`config.mk`:
```
export PLATFORM = sky130hd
export DESIGN_NAME = aw_sram_loader_flat
export DESIGN_NICKNAME = d
export VERILOG_FILES = /design/src/rtl/aw_sram_loader_if.sv /design/src/rtl/aw_sram_loader.sv /design/src/flat_wrapper.sv
export SDC_FILE = /design/constraint.sdc
export NUM_CORES = 1
export LEC_CHECK = 0
export BUFFER_PORTS_ARGS = -buffer_cell sky130_fd_sc_hd__buf_2
export CAP_MARGIN = 15
export CORE_UTILIZATION = 42
export CTS_BUF_LIST = sky130_fd_sc_hd__clkbuf_8
export CTS_CLUSTER_DIAMETER = 100
export DETAILED_ROUTE_END_ITERATION = 10
export PLACE_DENSITY = 0.73
export SYNTH_ARGS = -nofsm -noshare
export SYNTH_HDL_FRONTEND = slang
export SYNTH_SLANG_ARGS = --single-unit
```
`constraint.sdc`:
```
create_clock -name clk -period 2.1 [get_ports clk]
set_input_delay 0.42 -clock clk [delete_from_list [all_inputs] [get_ports clk]]
set_output_delay 0.42 -clock clk [all_outputs]
set_load 0.05 [all_outputs]
```
`src/rtl/aw_sram_loader_if.sv`:
```
// Host stream, SRAM write ports and corelet handshake of the weight/activation loader.
// master = loader side, slave = host/corelet/SRAM side.
interface aw_sram_loader_if #(
  parameter int DW = 32,
  parameter int AW = 7
);
  logic          cmd_start;
  logic          in_valid;
  logic          in_ready;
  logic [DW-1:0] in_data;
  logic          in_last;
  logic [DW-1:0] W_d;
  logic [AW-1:0] W_addr;
  logic          W_cen;
  logic          W_wen;
  logic [DW-1:0] ACT_d;
  logic [AW-1:0] ACT_addr;
  logic          ACT_cen;
  logic          ACT_wen;
  logic          loader_own;
  logic          seq_begin;
  logic          seq_done;
  logic          busy;
  logic          done;
  logic          err;
  logic [31:0]   checksum;

  modport master (
    input  cmd_start, in_valid, in_data, in_last, seq_done,
    output in_ready, W_d, W_addr, W_cen, W_wen, ACT_d, ACT_addr, ACT_cen, ACT_wen,
    output loader_own, seq_begin, busy, done, err, checksum
  );

  modport slave (
    output cmd_start, in_valid, in_data, in_last, seq_done,
    input  in_ready, W_d, W_addr, W_cen, W_wen, ACT_d, ACT_addr, ACT_cen, ACT_wen,
    input  loader_own, seq_begin, busy, done, err, checksum
  );
endinterface

```
`src/rtl/aw_sram_loader.sv`:
```
// Streams W_WORDS weights then ACT_WORDS activations into the SRAMs (writes one cycle after each
// handshake), kicks the corelet and waits for seq_done. AW_LOADER_CHECKSUM_EN builds the checksum.
module aw_sram_loader #(
  parameter int W_WORDS   = 72,
  parameter int ACT_WORDS = 36,
  parameter int DW        = 32,
  parameter int AW        = 7
) (
  input  logic              clk,
  input  logic              reset,
  aw_sram_loader_if.master  bus
);

  typedef enum logic [2:0] {
    S_IDLE,
    S_LOAD_W,
    S_LOAD_ACT,
    S_KICK,
    S_RUN,
    S_DONE,
    S_ERR
  } state_t;

  localparam logic [AW-1:0] W_LAST   = AW'(W_WORDS - 1);
  localparam logic [AW-1:0] ACT_LAST = AW'(ACT_WORDS - 1);

  state_t        r_state;
  state_t        w_state_nxt;
  logic [AW-1:0] r_cnt;
  logic          w_in_ready;
  logic          w_hs;
  logic          w_start;
  logic          w_wr_w;
  logic          w_wr_act;
  logic          w_cnt_clr;
  logic          w_cnt_inc;

  logic [DW-1:0] r_w_d;
  logic [AW-1:0] r_w_addr;
  logic          r_w_cen;
  logic          r_w_wen;
  logic [DW-1:0] r_act_d;
  logic [AW-1:0] r_act_addr;
  logic          r_act_cen;
  logic          r_act_wen;
  logic          r_seq_begin;

  assign w_in_ready = (r_state == S_LOAD_W) || (r_state == S_LOAD_ACT);
  assign w_hs       = bus.in_valid & w_in_ready;

  always_ff @(posedge clk or negedge reset) begin
    if (!reset) begin
      r_state <= S_IDLE;
    end else begin
      r_state <= w_state_nxt;
    end
  end

  always_comb begin
    w_state_nxt = r_state;
    w_start     = 1'b0;
    w_wr_w      = 1'b0;
    w_wr_act    = 1'b0;
    w_cnt_clr   = 1'b0;
    w_cnt_inc   = 1'b0;
    case (r_state)
      S_IDLE, S_DONE, S_ERR: begin
        if (bus.cmd_start) begin
          w_state_nxt = S_LOAD_W;
          w_start     = 1'b1;
        end else if (r_state == S_DONE) begin
          w_state_nxt = S_IDLE;
        end
      end
      // A word whose in_last disagrees with its position is a framing error and is dropped.
      S_LOAD_W: begin
        if (w_hs) begin
          if (bus.in_last != (r_cnt == W_LAST)) begin
            w_state_nxt = S_ERR;
          end else begin
            w_wr_w = 1'b1;
            if (bus.in_last) begin
              w_state_nxt = S_LOAD_ACT;
              w_cnt_clr   = 1'b1;
            end else begin
              w_cnt_inc = 1'b1;
            end
          end
        end
      end
      S_LOAD_ACT: begin
        if (w_hs) begin
          if (bus.in_last != (r_cnt == ACT_LAST)) begin
            w_state_nxt = S_ERR;
          end else begin
            w_wr_act = 1'b1;
            if (bus.in_last) begin
              w_state_nxt = S_KICK;
              w_cnt_clr   = 1'b1;
            end else begin
              w_cnt_inc = 1'b1;
            end
          end
        end
      end
      S_KICK: w_state_nxt = S_RUN;
      S_RUN: begin
        if (bus.seq_done) begin
          w_state_nxt = S_DONE;
        end
      end
      default: w_state_nxt = S_IDLE;
    endcase
  end

  always_ff @(posedge clk or negedge reset) begin
    if (!reset) begin
      r_cnt <= '0;
    end else if (w_start || w_cnt_clr) begin
      r_cnt <= '0;
    end else if (w_cnt_inc) begin
      r_cnt <= r_cnt + AW'(1);
    end
  end

  // Address and data hold their last value when no write is issued.
  always_ff @(posedge clk or negedge reset) begin
    if (!reset) begin
      r_w_d       <= '0;
      r_w_addr    <= '0;
      r_w_cen     <= 1'b1;
      r_w_wen     <= 1'b1;
      r_act_d     <= '0;
      r_act_addr  <= '0;
      r_act_cen   <= 1'b1;
      r_act_wen   <= 1'b1;
      r_seq_begin <= 1'b0;
    end else begin
      r_w_cen     <= ~w_wr_w;
      r_w_wen     <= ~w_wr_w;
      r_act_cen   <= ~w_wr_act;
      r_act_wen   <= ~w_wr_act;
      r_seq_begin <= (r_state == S_KICK);
      if (w_wr_w) begin
        r_w_addr <= r_cnt;
        r_w_d    <= bus.in_data;
      end
      if (w_wr_act) begin
        r_act_addr <= r_cnt;
        r_act_d    <= bus.in_data;
      end
    end
  end

`ifdef AW_LOADER_CHECKSUM_EN
  logic [31:0] r_checksum;

  always_ff @(posedge clk or negedge reset) begin
    if (!reset) begin
      r_checksum <= '0;
    end else if (w_start) begin
      r_checksum <= '0;
    end else if (w_wr_w || w_wr_act) begin
      r_checksum <= r_checksum + 32'(bus.in_data);
    end
  end

  assign bus.checksum = r_checksum;
`else
  assign bus.checksum = '0;
`endif

  assign bus.in_ready   = w_in_ready;
  assign bus.W_d        = r_w_d;
  assign bus.W_addr     = r_w_addr;
  assign bus.W_cen      = r_w_cen;
  assign bus.W_wen      = r_w_wen;
  assign bus.ACT_d      = r_act_d;
  assign bus.ACT_addr   = r_act_addr;
  assign bus.ACT_cen    = r_act_cen;
  assign bus.ACT_wen    = r_act_wen;
  assign bus.seq_begin  = r_seq_begin;
  assign bus.loader_own = (r_state != S_RUN);
  assign bus.busy       = !((r_state == S_IDLE) || (r_state == S_DONE) || (r_state == S_ERR));
  assign bus.done       = (r_state == S_DONE);
  assign bus.err        = (r_state == S_ERR);

endmodule
```
`src/flat_wrapper.sv`:
```
// flat-port wrapper written by rule: the top's interface ports become plain ports
module aw_sram_loader_flat 
#(
  parameter int W_WORDS   = 72,
  parameter int ACT_WORDS = 36,
  parameter int DW        = 32,
  parameter int AW        = 7
)
  (clk, reset, bus_cmd_start, bus_in_valid, bus_in_data, bus_in_last, bus_seq_done, bus_in_ready, bus_W_d, bus_W_addr, bus_W_cen, bus_W_wen, bus_ACT_d, bus_ACT_addr, bus_ACT_cen, bus_ACT_wen, bus_loader_own, bus_seq_begin, bus_busy, bus_done, bus_err, bus_checksum);
  aw_sram_loader_if #(.DW(DW), .AW(AW)) bus_i ();
  input  logic clk;
  input  logic reset;
  input wire logic [$bits(bus_i.cmd_start)-1:0] bus_cmd_start;
  input wire logic [$bits(bus_i.in_valid)-1:0] bus_in_valid;
  input wire logic [$bits(bus_i.in_data)-1:0] bus_in_data;
  input wire logic [$bits(bus_i.in_last)-1:0] bus_in_last;
  input wire logic [$bits(bus_i.seq_done)-1:0] bus_seq_done;
  output wire logic [$bits(bus_i.in_ready)-1:0] bus_in_ready;
  output wire logic [$bits(bus_i.W_d)-1:0] bus_W_d;
  output wire logic [$bits(bus_i.W_addr)-1:0] bus_W_addr;
  output wire logic [$bits(bus_i.W_cen)-1:0] bus_W_cen;
  output wire logic [$bits(bus_i.W_wen)-1:0] bus_W_wen;
  output wire logic [$bits(bus_i.ACT_d)-1:0] bus_ACT_d;
  output wire logic [$bits(bus_i.ACT_addr)-1:0] bus_ACT_addr;
  output wire logic [$bits(bus_i.ACT_cen)-1:0] bus_ACT_cen;
  output wire logic [$bits(bus_i.ACT_wen)-1:0] bus_ACT_wen;
  output wire logic [$bits(bus_i.loader_own)-1:0] bus_loader_own;
  output wire logic [$bits(bus_i.seq_begin)-1:0] bus_seq_begin;
  output wire logic [$bits(bus_i.busy)-1:0] bus_busy;
  output wire logic [$bits(bus_i.done)-1:0] bus_done;
  output wire logic [$bits(bus_i.err)-1:0] bus_err;
  output wire logic [$bits(bus_i.checksum)-1:0] bus_checksum;
  assign bus_i.cmd_start = bus_cmd_start;
  assign bus_i.in_valid = bus_in_valid;
  assign bus_i.in_data = bus_in_data;
  assign bus_i.in_last = bus_in_last;
  assign bus_i.seq_done = bus_seq_done;
  assign bus_in_ready = bus_i.in_ready;
  assign bus_W_d = bus_i.W_d;
  assign bus_W_addr = bus_i.W_addr;
  assign bus_W_cen = bus_i.W_cen;
  assign bus_W_wen = bus_i.W_wen;
  assign bus_ACT_d = bus_i.ACT_d;
  assign bus_ACT_addr = bus_i.ACT_addr;
  assign bus_ACT_cen = bus_i.ACT_cen;
  assign bus_ACT_wen = bus_i.ACT_wen;
  assign bus_loader_own = bus_i.loader_own;
  assign bus_seq_begin = bus_i.seq_begin;
  assign bus_busy = bus_i.busy;
  assign bus_done = bus_i.done;
  assign bus_err = bus_i.err;
  assign bus_checksum = bus_i.checksum;
  aw_sram_loader #(.W_WORDS(W_WORDS), .ACT_WORDS(ACT_WORDS), .DW(DW), .AW(AW)) u_core (.clk(clk), .reset(reset), .bus(bus_i));
endmodule
```
==> results of run 1 <==
==> cell usage in the layout, fill, tap and decap left out, drive strengths merged, types with 9 or more instances in the layout <==
cell,count
a21oi,9
buf,160
clkbuf,16
conb,32
dfrtp,89
inv,13
mux2,78
nor2,10
==> cell families after synthesis <==
kind of cell    share of synthesized area (%)
mux                                      21.9
other cells                            0.0913
xor+xnor                                 1.28
fa+ha+maj                                1.52
flops                                    55.5
simple gates                             6.00
compound gates                           3.90
buf+inv                                  9.81
==> per-stage QoR <==
stage / hold slack [ps] / TNS (ps) / setup slack, ps
after floorplan: 124 / 0 / 5.10
after global placement: 371 / -906 / -25.8
after detailed placement: 384 / -2420 / -62.9
after CTS: 283 / -250 / -17.4
after global routing: 279 / -3070 / -81.9
final: 307 / -74.9 / -16.3
==> power by group <==
group,switching (mW),internal [mW]
sequential,0.409,2.44
combinational,3.58,1.72
clock,0.625,0.475
total,4.61,4.64
==> registers in the layout (all words and copies together) (netlist names) <==
signal	flops
u_core.bus.W_addr	7
u_core.r_cnt	7
u_core.bus.ACT_d	32
u_core.bus.W_d	32
u_core.bus.ACT_cen	1
u_core.bus.seq_begin	1
u_core.bus.ACT_addr	7
u_core.r_state	3
u_core.bus.W_cen	1
==> worst max-delay path by stage <==
stage                                       endpoint  slack [ps]  cells past startpoint                        start
finish              u_core.bus.W_addr[3]$_DFFE_PN0P_         -20                      7  u_core.r_cnt[3]$_DFFE_PN0P_
global route        u_core.bus.ACT_d[28]$_DFFE_PN0P_         -80                      9  u_core.r_cnt[1]$_DFFE_PN0P_
CTS                 u_core.bus.ACT_d[31]$_DFFE_PN0P_         -20                      9  u_core.r_cnt[1]$_DFFE_PN0P_
detailed placement  u_core.bus.ACT_d[26]$_DFFE_PN0P_         -60                      8  u_core.r_cnt[1]$_DFFE_PN0P_
global placement    u_core.bus.ACT_d[23]$_DFFE_PN0P_         -30                      8  u_core.r_cnt[0]$_DFFE_PN0P_
floorplan            u_core.bus.ACT_d[2]$_DFFE_PN0P_           5                      8  u_core.r_cnt[0]$_DFFE_PN0P_
==> layer usage <==
layer	vias up	wire [um]	global-route usage (%)
met5	-	0	0
met4	0	59	6.91
met3	7	485	4.51
met2	108	4600	28.7
met1	1406	4610	23.5
li1	1295	-	-
==> timing repair <==
action | CTS | global route
hold buffers | 1 | 0
hold endpoints to repair | 29 | 0
gates cloned | 4 | 7
buffers inserted | 5 | 4
pin swaps | 2 | 4
resized for setup | 10 | 65
setup endpoints to repair | 74 | 82
==> final cells by class <==
type,count,share of cell area [%]
clock buffer,10,2.43
multi-input combinational,184,31.9
timing repair buffer,167,21.1
tap,129,2.85
sequential,91,40.2
clock inverter,6,0.860
inverter,10,0.662
==> flow_summary.yaml, run 1 <==
finish:
  drive_gt1_share_pct: 59.2
  num_antenna_cells: 0
  fin_cells: 597
  fin_util_pct: 60.5
  final_nets: 506
  design_area_sq_um: 5670
  regArea_sq_um: 2280
  nFillCells: 781
  multi_input_area_sq_um: 1810
  area.growth.synth_to_final_pct: 38.1
critical_path:
  slowest_delay_ps: 390
  cp-start-kind: "flop"
  r2r_start: "u_core.r_cnt[3]$_DFFE_PN0P_"
  worstSetupPathType: "flop to flop"
  endpoint_kind: "flop"
  worstReg2RegEnd: "u_core.bus.W_addr[3]$_DFFE_PN0P_"
  reg2reg_depth: 7
  critPathSlowestCell: "dfrtp_1"
  r2r_slack_ps: -20
  cp_max_fo: 8
  cp.arrival_ps: 2360
  cp_top_family: "simple AND/OR/NAND/NOR gates"
  worstPathRequired_ps: 2340
  path_cells: "nor4_1, nand3_1, ha_4, nor3_4, buf_6, clkbuf_16, mux2_4"
  path_buf_inv: 2
place:
  post_dp_cell_area_sq_um: 4870
  portBuffers: 125
  dp_cells: 561
  gp_congestion: 0.806
  hpwl_um: 5760
route:
  drc: 0
  postRouteWirelength_um: 9750
  drtIter0Drc: 58
  antenna_left: 0
  vias: 2816
  firstDrtPassIters: 4
  wl_per_cell_um: 16.3
  viasPerCell: 4.72
cts:
  h-tree-depth: 3
  cts_sinks: 91
  numCtsBuffers: 9
  clock_latency_ps: 350
  clock_path_buffers: 2
  cts_root_buf: "clkbuf_8"
  path_clk_slew_ps: 100
  cts_tree: "built"
global_routing:
  grt_usage_pct: 17.9
  grt_max_degree: 42
  grt_pass1_wl_um: 13800
  gr-total-overflow: 0
  grt_pass1_vias: 2777
  antenna_found_initial: 0
logic_synthesis:
  ys_seq_area_share_pct: 55.5
  netlist_area_sq_um: 4110
  syn_inst: 303
  synth_edf_count: 0
  synth-warning-count: 0
  syn_area_per_cell_sq_um: 13.6
  ys_seq_elements: 91
  yosysTopAreaCellShare_pct: 54.2
  yosysMostFrequentCell: "dfrtp_1"
  synth.top_cells.by_count: "dfrtp_1, mux2_2, buf_4"
  ys_async_sr_fraction_pct: 100
  netlist_top_cells_area: "dfrtp_1, mux2_2, buf_4"
  yosysTopAreaCell: "dfrtp_1"
  ys_types: 40
  ys.flop_type: "dfrtp_1"
timing:
  skew_ps: 12.9
  hold_viol: 0
  layout_setup_ws_ps: -16.3
  finalMaxSlewViolations: 0
  period_share_pct: 101
  finalSetupViolCount: 11
  rsz0062_at_grt: "yes"
  fmax_mhz: 473
  layout_min_cycle_time_ps: 2120
run:
  drv_cap: 0
floorplan:
  start_util_pct: 43.8
  die_x_um: 101
  die_h_um: 101
  rows: 35
  die_area_sq_um: 10200
  coreArea_sq_um: 9370
  io_pins: 158
hold_path:
  hp-class: "input port to flop"
  hold_start: "bus_in_data[10]"
  min_to: "u_core.bus.W_d[10]$_DFFE_PN0P_"
  min_path_cells: 2
power:
  finalPower_mw: 9.25
  ir_drop_v: 0.000901
  power_density_nw_per_um2: 1630
  p_leak_nw: 2.88
run_status:
  violations: "negative setup slack"
  status: "finished with violations"
Power figures use the tool's default switching activity.
==> run 2, diff against run 1 <==
- ABC_AREA: not set -> 1
==> run 2 against run 1 <==
  * The flow now finishes without violations
  * Via count is 18% higher
  * Register-to-register slack improved by 190 ps
  * Power decreased by 11%
  * Synthesized cell count rose by 53%
  * Largest power group unchanged
  * Clock skew is 4.0 ps lower
  * Fmax rose by 9.8%
  * Global-route usage fell by 0.10 points
  * Combinational power is 20% lower
  * First-iteration DRC count is 130% higher
==> flow_summary.yaml, run 2 <==
floorplan:
  start_util_pct: 44.1
  die_x_um: 101
  io_pins: 158
  coreArea_sq_um: 9370
  die_area_sq_um: 10200
  rows: 35
  die_h_um: 101
critical_path:
  r2r_start: "u_core.r_cnt[3]$_DFFE_PN0P_"
  endpoint_kind: "flop"
  endpoint: "u_core.bus.ACT_addr[3]$_DFFE_PN0P_"
  worstSetupPathType: "flop to flop"
  worstReg2RegEnd: "u_core.bus.ACT_addr[3]$_DFFE_PN0P_"
  crit_path_start: "u_core.r_cnt[3]$_DFFE_PN0P_"
  worstPathRequired_ps: 2320
  cp.arrival_ps: 2150
  reg2reg_depth: 10
  cp_max_fo: 24
  cp-start-kind: "flop"
  r2r_slack_ps: 170
route:
  postRouteWirelength_um: 8860
  vias: 3325
  firstDrtPassIters: 4
  wl_per_cell_um: 12.1
  antenna_left: 0
  drc: 0
  drtIter0Drc: 132
  viasPerCell: 4.56
logic_synthesis:
  ys.flop_type: "dfrtp_1"
  yosysTopAreaCell: "dfrtp_1"
  syn_area_per_cell_sq_um: 8.90
  netlist_top_cells_area: "dfrtp_1, nand2_1, o21ai_0"
  synth-warning-count: 0
  yosysTopAreaCellShare_pct: 53.9
  synth_edf_count: 0
  syn_inst: 464
  ys_seq_area_share_pct: 55.2
  netlist_area_sq_um: 4130
  ys_seq_elements: 91
  ys_types: 29
  synth.top_cells.by_count: "nand2_1, dfrtp_1, inv_1"
  ys_async_sr_fraction_pct: 100
  yosysMostFrequentCell: "nand2_1"
timing:
  period_share_pct: 91.8
  skew_ps: 8.88
  finalSetupViolCount: 0
  whs_ps: 102
  timing.setup.tns_ps: 0
  hold_viol: 0
  finalMaxSlewViolations: 0
  layout_setup_ws_ps: 172
  fmax_mhz: 519
  layout_min_cycle_time_ps: 1930
power:
  ir_drop_v: 0.00104
  p_leak_nw: 2.95
  finalPower_mw: 8.24
  power_density_nw_per_um2: 1600
place:
  portBuffers: 125
  gp_congestion: 0.899
  post_dp_cell_area_sq_um: 4870
  place_ws_ps: -35.1
  hpwl_um: 6490
run_status:
  status: "finished clean"
run:
  drv_cap: 0
global_routing:
  grt_max_degree: 92
  grt_usage_pct: 17.8
  grt_pass1_vias: 3086
  antenna_found_initial: 0
  gr-total-overflow: 0
  grt_pass1_wl_um: 14200
finish:
  final_nets: 638
  mostFrequentLayoutCells: "buf_2, nand2_1, dfrtp_1, inv_1, o21ai_0"
  design_area_sq_um: 5140
  final_common_cell: "buf_2"
  area.growth.synth_to_final_pct: 24.4
  num_antenna_cells: 0
  nFillCells: 854
  drive_gt1_share_pct: 30.8
cts:
  clock_path_buffers: 2
  path_clk_slew_ps: 90
  holdBufCountCts: 0
  clock_latency_ps: 340
  cts_root_buf: "clkbuf_8"
  numCtsBuffers: 9
  cts_sinks: 91
  cts_tree: "built"
  h-tree-depth: 3
hold_path:
  hp-class: "input port to async pin"
==> run 2: what timing repair did <==
action	in CTS	in global routing
buffers inserted	0	1
endpoints found under the setup margin	28	78
pin swaps	0	3
resized for setup	2	8
==> run 2: final cells by class <==
class | instances | area (sq um) | share of cell area [%]
Sequential cell | 91 | 2280 | 44.4
Tap cell | 129 | 161 | 3.14
Multi-Input combinational cell | 287 | 1410 | 27.3
Clock buffer | 10 | 138 | 2.68
Inverter | 66 | 248 | 4.82
Clock inverter | 6 | 90.1 | 1.75
Timing Repair Buffer | 140 | 816 | 15.9
==> run 2: critical path: stages, from the launching register on <==
cell     delay (ps)
dfrtp_1         390
nor2_1          100
inv_1            90
nor4_2          270
inv_1            70
ha_1            290
inv_1           120
nand3_4         130
buf_12          180
nand2_1          70
o21ai_0          90
==> run 2: worst min-delay path by stage <==
stage | end | slack [ps] | cells past startpoint
after floorplan | u_core.bus.ACT_addr[0]$_DFFE_PN0P_ | 120 | 0
after global placement | u_core.bus.ACT_d[19]$_DFFE_PN0P_ | 460 | 2
after detailed placement | u_core.bus.W_addr[3]$_DFFE_PN0P_ | 470 | 2
after CTS | u_core.bus.W_d[30]$_DFFE_PN0P_ | 110 | 2
after global routing | u_core.bus.ACT_d[25]$_DFFE_PN0P_ | 130 | 2
final | u_core.bus.W_d[18]$_DFFE_PN0P_ | 100 | 2
==> run 2: logic make-up (layout without fill, tap and decap cells) <==
group	count (synthesis)	in the layout	share of synthesized area, %
AO/OA/AOI/OAI	83	83	10.9
XOR/XNOR	1	1	0.212
adder cells (fa/ha/maj)	5	5	1.51
buffers and inverters	117	222	14.4
flip-flops	91	91	55.2
other	1	32	0.0908
AND/OR/NAND/NOR	166	166	17.7
==> run 2: metrics by stage <==
step,util (%),std cells
2_1_floorplan,-,495
3_3_place_gp,51.9,712
3_5_place_dp,51.9,712
4_1_cts,54.5,728
5_1_grt,54.8,729
6_report,54.8,729
==> run 2: report_power, final <==
part	total (mW)	internal [mW]	switching [mW]
sequential	2.71	2.36	0.356
clock	1.30	0.707	0.596
combinational	4.22	0.899	3.32
total	8.24	3.96	4.28
==> run 2: metal layers <==
metal  vias up  wire length (um)  GRT usage (%)
li1       1645                 -              -
met1      1535              4040           24.2
met2       141              4190           28.9
met3         4               588           3.17
met4         0                43           6.47
met5         -                 0              0
==> run 3, diff against run 2 <==
- BUFFER_PORTS_ARGS: -buffer_cell sky130_fd_sc_hd__buf_2 -> -buffer_cell sky130_fd_sc_hd__clkbuf_2
==> run 3 against run 2 <==
  * Design area is 0.58% higher
  * First-iteration DRC count is 9.8% lower
  * Via count is 0.90% higher
  * Clock-buffer cell count is 1 higher
  * Critical endpoint is now u_core.bus.W_d[13]$_DFFE_PN0P_
  * Largest cell class unchanged
  * Highest routed layer unchanged
==> flow_summary.yaml, run 3 (same netlist as run 2, synthesis figures left out) <==
run_status:
  status: "finished clean"
floorplan:
  start_util_pct: 44.1
  die_h_um: 101
  rows: 35
  io_pins: 158
  coreArea_sq_um: 9370
  die_x_um: 101
  die_area_sq_um: 10200
power:
  ir_drop_v: 0.000966
  p_leak_nw: 2.94
  power_density_nw_per_um2: 1610
finish:
  area.growth.synth_to_final_pct: 25.1
  nFillCells: 880
  final_common_cell: "clkbuf_2"
  final_nets: 639
  num_antenna_cells: 0
  drive_gt1_share_pct: 31.1
  mostFrequentLayoutCells: "clkbuf_2, nand2_1, dfrtp_1, inv_1, o21ai_0"
  multi_input_area_sq_um: 1420
  design_area_sq_um: 5170
  regArea_sq_um: 2280
cts:
  h-tree-depth: 3
  cts_root_buf: "clkbuf_8"
  path_clk_slew_ps: 90
  clock_path_buffers: 2
  numCtsBuffers: 9
  cts_tree: "built"
  clock_latency_ps: 350
  cts_sinks: 91
critical_path:
  slowest_delay_ps: 390
  endpoint_kind: "flop"
  cp_max_fo: 49
  worstSetupPathType: "flop to flop"
  crit_path_frequent_cell: "inv_1"
  worstPathRequired_ps: 2320
  cp.arrival_ps: 2200
  cp-start-kind: "flop"
  critPathSlowestCell: "dfrtp_1"
  path_cells: "nor2_1, inv_1, nor4_4, inv_1, ha_1, nor2_4, nand2_4, buf_12, nand2_1, o21ai_0"
route:
  drc: 0
  wl_per_cell_um: 12.4
  postRouteWirelength_um: 9050
  antenna_left: 0
  firstDrtPassIters: 5
  viasPerCell: 4.60
  vias: 3355
  drtIter0Drc: 119
timing:
  skew_ps: 9.24
  finalMaxSlewViolations: 0
  hold_viol: 0
  fmax_mhz: 506
  timing.setup.tns_ps: 0
  finalSetupViolCount: 0
  period_share_pct: 94.1
  layout_min_cycle_time_ps: 1980
global_routing:
  gr-total-overflow: 0
  grt_max_degree: 50
  grt_usage_pct: 18.1
  grt_pass1_wl_um: 14500
  grt_pass1_vias: 3159
  antenna_found_initial: 0
place:
  hpwl_um: 6730
  gp_congestion: 0.929
  portBuffers: 125
  post_dp_cell_area_sq_um: 4880
run:
  drv_cap: 0
hold_path:
  hp-class: "input port to flop"
run 3: changes by cell type in the layout (fill, tap and decap cells not counted), sizes merged:
cell	previous run	this run
clkbuf	10	135
buf	140	16
clkinv	0	1
clkinvlp	2	1
dlygate4sd3	0	1
inv	68	67
run 3: final cells by class:
| cell class | instances | area share [%] |
|---|---|---|
| Inverter | 66 | 4.79 |
| Clock buffer | 11 | 2.93 |
| Clock inverter | 5 | 1.62 |
| Tap cell | 129 | 3.12 |
| Timing Repair Buffer | 141 | 16.0 |
| Sequential cell | 91 | 44.2 |
| Multi-Input combinational cell | 287 | 27.4 |
run 3: path summary, 6_finish.rpt:
| kind | start | slack, ps | end | cells after the start |
|---|---|---|---|---|
| setup / recovery | u_core.r_cnt[3]$_DFFE_PN0P_ | 120 | u_core.bus.W_d[13]$_DFFE_PN0P_ | 10 |
| hold / removal | bus_in_data[6] | 300 | u_core.bus.W_d[6]$_DFFE_PN0P_ | 3 |
| setup reg to reg | u_core.r_cnt[3]$_DFFE_PN0P_ | 120 | u_core.bus.W_d[13]$_DFFE_PN0P_ | 10 |
| hold reg to reg | u_core.bus.W_d[22]$_DFFE_PN0P_ | 490 | u_core.bus.W_d[22]$_DFFE_PN0P_ | 2 |
| max in group asynchronous | reset | 860 | u_core.bus.ACT_d[16]$_DFFE_PN0P_ | 3 |
| min in group asynchronous | reset | 520 | u_core.bus.ACT_d[22]$_DFFE_PN0P_ | 2 |
run 3: what timing repair did:
| item | in CTS | in global routing |
|---|---|---|
| pin swaps | 0 | 2 |
| buffers inserted | 0 | 0 |
| gates resized for setup | 1 | 10 |
| hold endpoints to repair | 25 | 0 |
| hold buffers | 1 | 0 |
| endpoints found under the setup margin | 22 | 77 |
run 3: critical path, delay by kind of cell, from the launching register on:
family,cells,cell delay (ps)
and+or+nand+nor,5,660
AOI/OAI and AO/OA,1,90
DFF,1,390
adders and majority gates,1,330
buffers and inverters,3,370
run 3: where the power goes:
group	total [mW]	switching, mW	internal (mW)
registers	2.73	0.375	2.36
clock network	1.35	0.610	0.742
logic	4.22	3.34	0.883
total	8.30	4.32	3.98
run 3: stage by stage:
step	std cells	util (%)	hold WS [ps]	total power [mW]	setup WS, ps
3_3_place_gp	713	52.0	368	6.89	101
4_1_cts	730	54.7	294	8.35	39.2
5_1_grt	730	55.2	308	8.77	-5.50
6_report	730	55.2	305	8.30	123
2_1_floorplan	495	-	124	6.00	84.8
3_5_place_dp	713	52.0	372	6.98	-28.4
run 3: metal layers:
| metal | global-route usage, % | up-vias | wire (um) |
|---|---|---|---|
| li1 | - | 1660 | - |
| met1 | 22.4 | 1551 | 3920 |
| met2 | 31.6 | 134 | 4410 |
| met3 | 4.14 | 10 | 615 |
| met4 | 5.69 | 0 | 100 |
| met5 | 0 | - | 0 |
